==> config.mk <==
export PLATFORM = sky130hd
export DESIGN_NAME = vga_rd_pos_tracker
export DESIGN_NICKNAME = d
export VERILOG_FILES = /design/src/rtl/vga_rd_pos_tracker.sv
export SDC_FILE = /design/constraint.sdc
export NUM_CORES = 1
export LEC_CHECK = 0
export ABC_AREA = 1
export CORE_ASPECT_RATIO = 0.75
export CORE_MARGIN = 5
export CORE_UTILIZATION = 46
export CTS_BUF_LIST = sky130_fd_sc_hd__clkbuf_8 sky130_fd_sc_hd__clkbuf_16
export CTS_CLUSTER_DIAMETER = 80
export DETAILED_ROUTE_END_ITERATION = 7
export GPL_TIMING_DRIVEN = 0
export HOLD_SLACK_MARGIN = 0.12
export PLACE_DENSITY_LB_ADDON = 0.12
export SETUP_SLACK_MARGIN = 0.4
export SLEW_MARGIN = 20
export SYNTH_ARGS = -nofsm -noshare
export SYNTH_HDL_FRONTEND = slang
export SYNTH_SLANG_ARGS = --single-unit
==> constraint.sdc <==
create_clock -name VGA_CLK -period 1.8 [get_ports VGA_CLK]
set_input_delay 0.36 -clock VGA_CLK [delete_from_list [all_inputs] [get_ports VGA_CLK]]
set_output_delay 0.36 -clock VGA_CLK [all_outputs]
set_load 0.01 [all_outputs]
==> src/rtl/vga_rd_pos_tracker.sv <==
// Frame-buffer read position tracker for the VGA output path.
// Delays READ_Request by RD_LAT cycles so DVAL lines up with pixel data
// leaving the frame buffer, then tracks column, line and frame counts.
// It also provides line/frame strobes, last-pixel and window flags, and
// sticky overrun flags for lines and frames that run long.
module vga_rd_pos_tracker #(
  parameter int XW         = 11,
  parameter int YW         = 11,
  parameter int FW         = 8,
  parameter int RD_LAT     = 1,
  parameter int H_ACTIVE   = 640,
  parameter int V_ACTIVE   = 480,
  parameter int VS_ACT_LOW = 1
) (
  input  logic          VGA_CLK,
  input  logic          RESET_N,
  input  logic          VGA_VS,
  input  logic          READ_Request,
  input  logic [XW-1:0] WIN_X0,
  input  logic [XW-1:0] WIN_X1,
  input  logic [YW-1:0] WIN_Y0,
  input  logic [YW-1:0] WIN_Y1,
  output logic          DVAL,
  output logic [XW-1:0] X_Cont,
  output logic [YW-1:0] Y_Cont,
  output logic [FW-1:0] Frame_Cont,
  output logic          Frame_Start,
  output logic          Line_End,
  output logic          Last_Pix,
  output logic          In_Win,
  output logic          X_Over,
  output logic          Y_Over
);

  // VGA_VS level that means "vertical sync asserted".
  localparam logic VS_LEVEL = (VS_ACT_LOW == 0);

  // First column / line index that counts as an overrun, and the last
  // expected column / line of a frame.
  localparam logic [XW-1:0] X_LIMIT = XW'(H_ACTIVE);
  localparam logic [XW-1:0] X_LAST  = XW'(H_ACTIVE - 1);
  localparam logic [YW-1:0] Y_LIMIT = YW'(V_ACTIVE);
  localparam logic [YW-1:0] Y_LAST  = YW'(V_ACTIVE - 1);

  // Counters stop at all-ones rather than wrapping back into valid range.
  function automatic logic [XW-1:0] sat_inc_x(input logic [XW-1:0] v);
    return (&v) ? v : v + XW'(1);
  endfunction

  function automatic logic [YW-1:0] sat_inc_y(input logic [YW-1:0] v);
    return (&v) ? v : v + YW'(1);
  endfunction

  logic              vs_act;
  logic              vs_act_p1;
  logic              vs_rise;
  logic [RD_LAT-1:0] rd_dly_p;
  logic [RD_LAT-1:0] rd_dly_nx;
  logic              dval_nx;
  logic              line_end_nx;
  logic [YW-1:0]     y_inc;
  logic              win_x_ok;
  logic              win_y_ok;

  assign vs_act  = (VGA_VS == VS_LEVEL);
  assign vs_rise = vs_act & ~vs_act_p1;

  // Shift the request in at bit 0; the cast drops the stage that falls off
  // the end (that stage is DVAL itself). Written this way so RD_LAT=1 needs
  // no special case.
  assign rd_dly_nx = RD_LAT'({rd_dly_p, READ_Request});
  assign dval_nx   = rd_dly_nx[RD_LAT-1];
  assign DVAL      = rd_dly_p[RD_LAT-1];

  // A line ends on the first cycle DVAL is low after being high; a VS
  // activation on the same edge takes priority and suppresses it.
  assign line_end_nx = DVAL & ~dval_nx & ~vs_act;
  assign y_inc       = sat_inc_y(Y_Cont);

  // ---- stage p0 -> p1: VS edge detect ----
  // Registered copy of vs_act so only the first active cycle starts a frame.
  always_ff @(posedge VGA_CLK or negedge RESET_N) begin
    if (!RESET_N) vs_act_p1 <= 1'b0;
    else          vs_act_p1 <= vs_act;
  end

  // ---- read-latency pipeline ----
  // Requests in flight are flushed whenever VS is active.
  always_ff @(posedge VGA_CLK or negedge RESET_N) begin
    if (!RESET_N)    rd_dly_p <= '0;
    else if (vs_act) rd_dly_p <= '0;
    else             rd_dly_p <= rd_dly_nx;
  end

  // Column counter: 0 on the first valid pixel of a run, +1 per consecutive
  // valid pixel, back to 0 as soon as DVAL drops.
  always_ff @(posedge VGA_CLK or negedge RESET_N) begin
    if (!RESET_N)                X_Cont <= '0;
    else if (vs_act)             X_Cont <= '0;
    else if (dval_nx && DVAL)    X_Cont <= sat_inc_x(X_Cont);
    else                         X_Cont <= '0;
  end

  // Line counter and line-end strobe, both updated on the DVAL falling edge.
  always_ff @(posedge VGA_CLK or negedge RESET_N) begin
    if (!RESET_N) begin
      Y_Cont   <= '0;
      Line_End <= 1'b0;
    end else begin
      Line_End <= line_end_nx;
      if (vs_act)           Y_Cont <= '0;
      else if (line_end_nx) Y_Cont <= y_inc;
    end
  end

  // Frame counter and frame-start strobe on VS activation; wraps at 2^FW.
  always_ff @(posedge VGA_CLK or negedge RESET_N) begin
    if (!RESET_N) begin
      Frame_Cont  <= '0;
      Frame_Start <= 1'b0;
    end else begin
      Frame_Start <= vs_rise;
      if (vs_rise) Frame_Cont <= Frame_Cont + FW'(1);
    end
  end

  // Sticky overrun flags; a new frame clears them, which wins over a
  // same-edge set.
  always_ff @(posedge VGA_CLK or negedge RESET_N) begin
    if (!RESET_N) begin
      X_Over <= 1'b0;
      Y_Over <= 1'b0;
    end else if (vs_rise) begin
      X_Over <= 1'b0;
      Y_Over <= 1'b0;
    end else begin
      if (DVAL && (X_Cont >= X_LIMIT))      X_Over <= 1'b1;
      if (line_end_nx && (y_inc > Y_LIMIT)) Y_Over <= 1'b1;
    end
  end

  // Window and last-pixel decode straight off the registered position.
  // An inverted window (X0>X1 or Y0>Y1) can never match.
  always_comb begin
    win_x_ok = (WIN_X0 <= WIN_X1) && (X_Cont >= WIN_X0) && (X_Cont <= WIN_X1);
    win_y_ok = (WIN_Y0 <= WIN_Y1) && (Y_Cont >= WIN_Y0) && (Y_Cont <= WIN_Y1);
    In_Win   = DVAL && win_x_ok && win_y_ok;
    Last_Pix = DVAL && (X_Cont == X_LAST) && (Y_Cont == Y_LAST);
  end

endmodule

==> out/results.tsv, run 1 <==
stage	metric	value	unit
setup_path	worstPathArrival	1.95	ns
finish	finalNetCount	748	
cts	clock_path_buffers	2	
setup_path	rrSetupSlack	-0.11	ns
floorplanning	ios	85	
detailed_routing	ant_nets	0	
detailed_routing	drt_iter0_markers	137	
power_and_ir_drop	ir_drop	536	uV
floorplanning	rows	27	
floorplanning	start_util	0.479	
grt	grt_max_degree	21	
finish	area_growth	69.5	%
power_and_ir_drop	leakage	2.91	nW
power_and_ir_drop	p_clk_frac	0.292	
sta	slew_viol_final	0	
sta	fin_crit_sh	1.28	
flow_run	drv_cap	0	
synth	yosysWarnings	0	
sta	fin_skew	0.00432	ns
grt	antenna_found_initial	0	
synth	ys_types	34	
setup_path	worstSetupPathType	reg -> out	
sta	holdWs	0.465	ns
sta	finalCriticalPeriod	2.31	ns
power_and_ir_drop	swShare	0.321	
synth	ys_ff_latch	36	
sta	finalWorstSetupSlack	-0.509	ns
setup_path	reg2reg_from	Y_Cont[2]	
placement	dpl_cell_area	4650	um2
placement	portBuffers	84	
synth	synthCells	483	
detailed_routing	wl_per_cell	17.0	um
cts	htree_levels	2	
power_and_ir_drop	comb_power_share	0.320	
worst_hold_path	hold_start	Frame_Cont[7]	
grt	grt_pass1_vias	3906	
sta	max_freq	433	MHz
cts	cts_tree	done	
grt	grt_pass1_wl	18.9	mm
power_and_ir_drop	p_int	1.68	mW
worst_hold_path	hp-class	reg -> reg	
synth	synth_common_cells	nand2_1 (100), inv_1 (85), ha_1 (70), dfrtp_1 (36), a21oi_1 (34)	
synth	yosysMostFrequentCell	nand2_1	
setup_path	end_kind	output port	
sta	final-setup-viol-count	11	
detailed_routing	drcViolationCount	0	
synth	yosysTopAreaCell	dfrtp_1	
power_and_ir_drop	power	2.48	mW
synth	synth_top_flop_cell	dfrtp_1	
run_status	violations	setup timing	
detailed_routing	routed_wl	12.5	mm
power_and_ir_drop	p_per_area	412	nW/um2
synth	syn_avg_cell_area	7.36	um2
detailed_routing	drt-pass1-iter-count	5	
cts	clkTransAtPathRegs	0.07	ns
sta	tightest_slew	0.531	ns
grt	gr-total-overflow	0	
detailed_routing	vias_per_cell	5.52	
power_and_ir_drop	p_sw	0.798	mW
placement	place_hpwl	7.79	mm
synth	synth_top_cell_area_share	0.253	
placement	place.gp.congestion	0.868	
floorplanning	die_x	112	um
synth	ys_seq_area_frac	0.253	
finish	multi_input_area	3220	um2
detailed_routing	vias	4037	
run_status	status	finished, violations left	
finish	ff_latch_area	928	um2
grt	grtUsageTotal	0.240	
sta	hold_viol_final	0	
sta	rsz0062_at_grt	yes	
floorplanning	dieArea	9610	um2
sta	slew-limit-headroom	0.645	
sta	tns	-1.45	ns
cts	cts_buffers	5	
cts	root_buffer	clkbuf_8	
synth	synth_edf_count	0	
cts	clock-sinks	36	
setup_path	startpoint_type	register	
finish	n_antenna_cell	0	
floorplanning	core	7430	um2
power_and_ir_drop	pwr-share-seq	0.389	
cts	clock_latency	0.29	ns
setup_path	startpoint	X_Cont[2]	
finish	fin_area	6030	um2
synth	synth_nets	601	
synth	synth.area.top_cells	dfrtp_1 (25%), ha_1 (25%), nand2_1 (11%)	
floorplanning	die_y	86.2	um
finish	fillers	461	
finish	drive_above_1_share	0.417	
setup_path	crit_required	1.44	ns
synth	async_flop_share	1.00	
setup_path	crit_fanout	4	
synth	synthesis.area	3560	um2
sequential cells by signal, indices dropped and copies added, names as in the netlist:
name / count
Y_Cont: 11
Frame_Cont: 8
Y_Over: 1
vs_act_p1: 1
Line_End: 1
Frame_Start: 1
DVAL: 1
X_Cont: 11
X_Over: 1
placed cells by master, fill, tap and decap left out, types with 4 or more instances in the layout:
cell,n
buf_6,33
o21ai_2,6
inv_2,27
nand3_2,6
dlygate4sd2_1,53
nand2_2,22
o21a_1,5
clkdlybuf4s15_1,7
xor2_1,4
nor2_1,20
dfrtp_1,14
buf_2,10
a21oi_2,11
nor2_4,8
nor2_2,8
nand3_1,24
o21ai_1,17
clkbuf_8,5
buf_4,26
xnor2_1,4
ha_4,37
ha_1,32
o21ai_0,8
nand2_4,9
nand4_1,14
clkdlybuf4s50_1,4
nand2_1,70
a21oi_1,21
dfrtp_2,22
inv_1,58
cells by family (layout without fill, tap and decap cells):
group                    Yosys count  count (layout)  synth area share
AND/OR/NAND/NOR                  199             199             0.262
multiplexers                       1               1           0.00317
XOR/XNOR                           8               8            0.0197
flip-flops                        36              36             0.253
AO/OA/AOI/OAI                     81              81             0.123
buffers and inverters             88             236            0.0932
adder cells (fa/ha/maj)           70              70             0.246
critical path, cell delays in order (launching register included):
cell and delay (ns):
dfrtp_2 0.47, buf_4 0.17, ha_4 0.26, nand2_1 0.07
o21ai_1 0.12, nand3_1 0.08, nand4_1 0.08, o21ai_1 0.07
inv_1 0.06, nand2_1 0.06, nor2_2 0.08, buf_2 0.13
area by class of cell:
| class | instances | area share |
|---|---|---|
| buffer | 1 | 0.000830 |
| clock buffer | 5 | 0.0114 |
| clock inverter | 3 | 0.00706 |
| inverter | 87 | 0.0554 |
| multi-input combinational | 359 | 0.534 |
| sequential | 36 | 0.154 |
| tap | 101 | 0.0210 |
| timing repair buffer | 140 | 0.217 |
per-layer routing:
metal	GRT usage	vias to the layer above	wire (um)
met1	0.321	1932	5520
li1	-	1914	-
met4	0.0564	0	258
met3	0.0529	33	863
met5	0	-	0
met2	0.398	158	5830
metrics by stage:
stage               setup WS, ns  instances  utilization
floorplan                 0.0258        483            -
global placement           -1.07        668        0.623
detailed placement         -1.11        669        0.626
CTS                       -0.465        719        0.770
global route              -0.606        732        0.811
finish                    -0.509        732        0.811
power groups by stage:
stage               Sequential [mW]  Clock, mW  Combinational [mW]
finish                        0.964      0.723               0.794
global route                  0.975      0.764               0.877
CTS                           0.965      0.718               0.748
detailed placement            0.987          0               0.699
global placement              0.981          0               0.668
floorplan                      1.01          0               0.291
worst paths after layout:
check	cells after the start	to
max in group asynchronous	3	X_Cont[10]
hold / removal	1	Frame_Cont[7]
min in group asynchronous	2	X_Cont[7]
setup reg to reg	14	Y_Over
setup / recovery	11	In_Win
hold reg to reg	1	Frame_Cont[7]
repair_timing:
item	in CTS	in global routing
pin swaps	103	15
setup buffers	41	13
hold buffers	1	0
endpoints found under the hold margin	16	0
endpoints found under the setup margin	61	44
gates resized for setup	304	61
gates cloned	0	0
Note: power is estimated with default switching activity, not from simulation.
==> run 2, diff against run 1 <==
Settings changed: CORE_MARGIN 5 to 8, CORE_UTILIZATION 46 to 50.
Clock period 1.8 ns to 2.4 ns, I/O delays scaled along.
==> run 2 against run 1 <==
Net effect:
- the run still ends with setup timing left
- non-clock buffer count is 21 lower
- sequential share of layout area grew 1.2 points
- critical path depth unchanged
- die area up 5.1%
- power is 24% lower
- clock skew barely moved
==> out/results.tsv, run 2 (synthesis results as in run 1) <==
stage	metric	value	unit
run_status	status	finished, violations left	
run_status	violations	setup timing	
finish	reg.largest.list	X_Cont: 11 flops, Y_Cont: 11 flops, Frame_Cont: 8 flops	
worst_hold_path	hp-class	in -> async	
sta	tightest_slew	0.461	ns
power_and_ir_drop	p_per_area	340	nW/um2
sta	max_freq	401	MHz
placement	place.gp.congestion	0.863	
detailed_routing	vias_per_cell	5.49	
grt	antenna_found_initial	0	
sta	finalWorstSetupSlack	-0.0927	ns
setup_path	path_cells	clkdlybuf4s15_2 -> inv_1 -> ha_1 -> a21oi_2 -> o21a_1 -> nand3_1 -> o21ai_1 -> inv_1 -> nand2_1 -> nor2_2 -> buf_2	
cts	root_buffer	clkbuf_8	
sta	rsz0062_at_grt	yes	
setup_path	end_kind	output port	
floorplanning	core	6860	um2
placement	place_hpwl	7.87	mm
sta	finalCriticalPeriod	2.49	ns
setup_path	worstPathArrival	2.01	ns
setup_path	crit_slowest_cell	ha_1	
finish	final_common_cell	nand2_1	
sta	hold_viol_final	0	
finish	finalNetCount	727	
finish	area_growth	57.1	%
cts	clock-sinks	36	
detailed_routing	vias	3887	
floorplanning	ios	85	
grt	gr-total-overflow	0	
grt	grtUsageTotal	0.233	
power_and_ir_drop	ir_drop	543	uV
sta	fin_skew	0.00460	ns
floorplanning	die_y	89.0	um
finish	n_antenna_cell	0	
cts	htree_levels	2	
grt	grt_max_degree	20	
setup_path	crit_required	1.92	ns
setup_path	crit_fanout	3	
floorplanning	start_util	0.518	
setup_path	slowest_delay	0.35	ns
setup_path	crit_buf_inv	4	
floorplanning	die_x	113	um
cts	clock_latency	0.29	ns
cts	cts_buffers	5	
finish	fillers	421	
sta	fin_crit_sh	1.04	
detailed_routing	ant_nets	0	
finish	most-common-layout-cells	nand2_1 (85), inv_1 (68), clkdlybuf4s50_1 (36)	
floorplanning	rows	26	
cts	cts_hold_buf	0	
power_and_ir_drop	leakage	2.63	nW
detailed_routing	routed_wl	12.2	mm
grt	grt_pass1_vias	3910	
setup_path	critPathTopFamily	compound AO/OA/AOI/OAI gates	
detailed_routing	wl_per_cell	17.3	um
sta	tns	-0.0927	ns
sta	slew-limit-headroom	0.692	
setup_path	worstSetupPathType	in -> out	
detailed_routing	drt_iter0_markers	354	
grt	grt_pass1_wl	19.0	mm
cts	clkTransAtPathRegs	0.07	ns
setup_path	crit_top_cell	inv_1	
sta	slew_viol_final	0	
detailed_routing	drcViolationCount	0	
cts	clock_path_buffers	2	
detailed_routing	drt-pass1-iter-count	5	
floorplanning	dieArea	10100	um2
setup_path	startpoint_type	primary input	
finish	final_util	0.814	
cts	cts_tree	done	
flow_run	drv_cap	0	
finish	drive_above_1_share	0.323	
sta	final-setup-viol-count	1	
placement	portBuffers	84	
[run 2: changes by cell type in the layout (fill, tap and decap cells not counted), sizes merged]
cell and delta:
buf -33, clkbuf +1, clkdlybuf4s15 +11, clkdlybuf4s50 +32, dlygate4sd2 -31, dlygate4sd3 -1
[run 2: per-layer routing]
metal  part of all wire  GRT usage
met5                  0          0
met4              0.016     0.0795
met3              0.072     0.0486
met2               0.48      0.398
met1               0.44      0.288
[run 2: worst paths after layout]
check | start | endpoint | slack [ns] | cells after the start
worst max register to register | X_Cont[1] | X_Cont[9] | 0.61 | 10
worst min register to register | vs_act_p1 | Frame_Start | 0.49 | 1
max in group asynchronous | RESET_N | X_Cont[6] | 1.81 | 2
worst max-delay path | WIN_Y0[8] | In_Win | -0.09 | 11
min in group VGA_CLK | vs_act_p1 | Frame_Start | 0.49 | 1
worst min-delay path | RESET_N | Frame_Cont[3] | 0.13 | 1
[run 2: cell type report]
type	instances	area, um2	area share
clock buffer	5	68.8	0.0123
buffer	1	5.00	0.000896
sequential	36	927	0.166
timing repair buffer	119	1110	0.198
multi-input combinational	359	2990	0.535
tap	98	123	0.0219
inverter	87	327	0.0585
clock inverter	3	42.5	0.00761
[run 2: per-stage QoR]
step	area (um2)	hold WS [ns]	worst slack [ns]	total power [mW]	std cells
after global routing	5590	0.160	-0.178	2.00	708
after global placement	4520	0.463	-0.674	1.24	665
final	5590	0.133	-0.0927	1.90	708
after detailed placement	4550	0.467	-0.702	1.26	666
after CTS	5460	0.141	0.0376	1.88	700
after floorplan	3560	0.184	0.412	0.974	483
[run 2: worst reg2reg max path: cells and delay by family, from the launching register on]
kind	cells	cell delay, ns
DFF	1	0.43
and+or+nand+nor	5	0.72
buffers and inverters	4	0.40
AOI/OAI and AO/OA	1	0.19
[run 2: power by group]
part           switching [mW]  total (mW)  internal (mW)
Sequential             0.0618       0.730          0.668
Clock                   0.228       0.535          0.307
Combinational           0.310       0.633          0.323
Total                   0.600        1.90           1.30
[run 2: repair_timing]
action / 4_1_cts / 5_1_grt
setup endpoints to repair: 3 / 3
buffers inserted: 26 / 8
pin swaps: 92 / 9
cloned: 0 / 0
gates resized for setup: 211 / 21
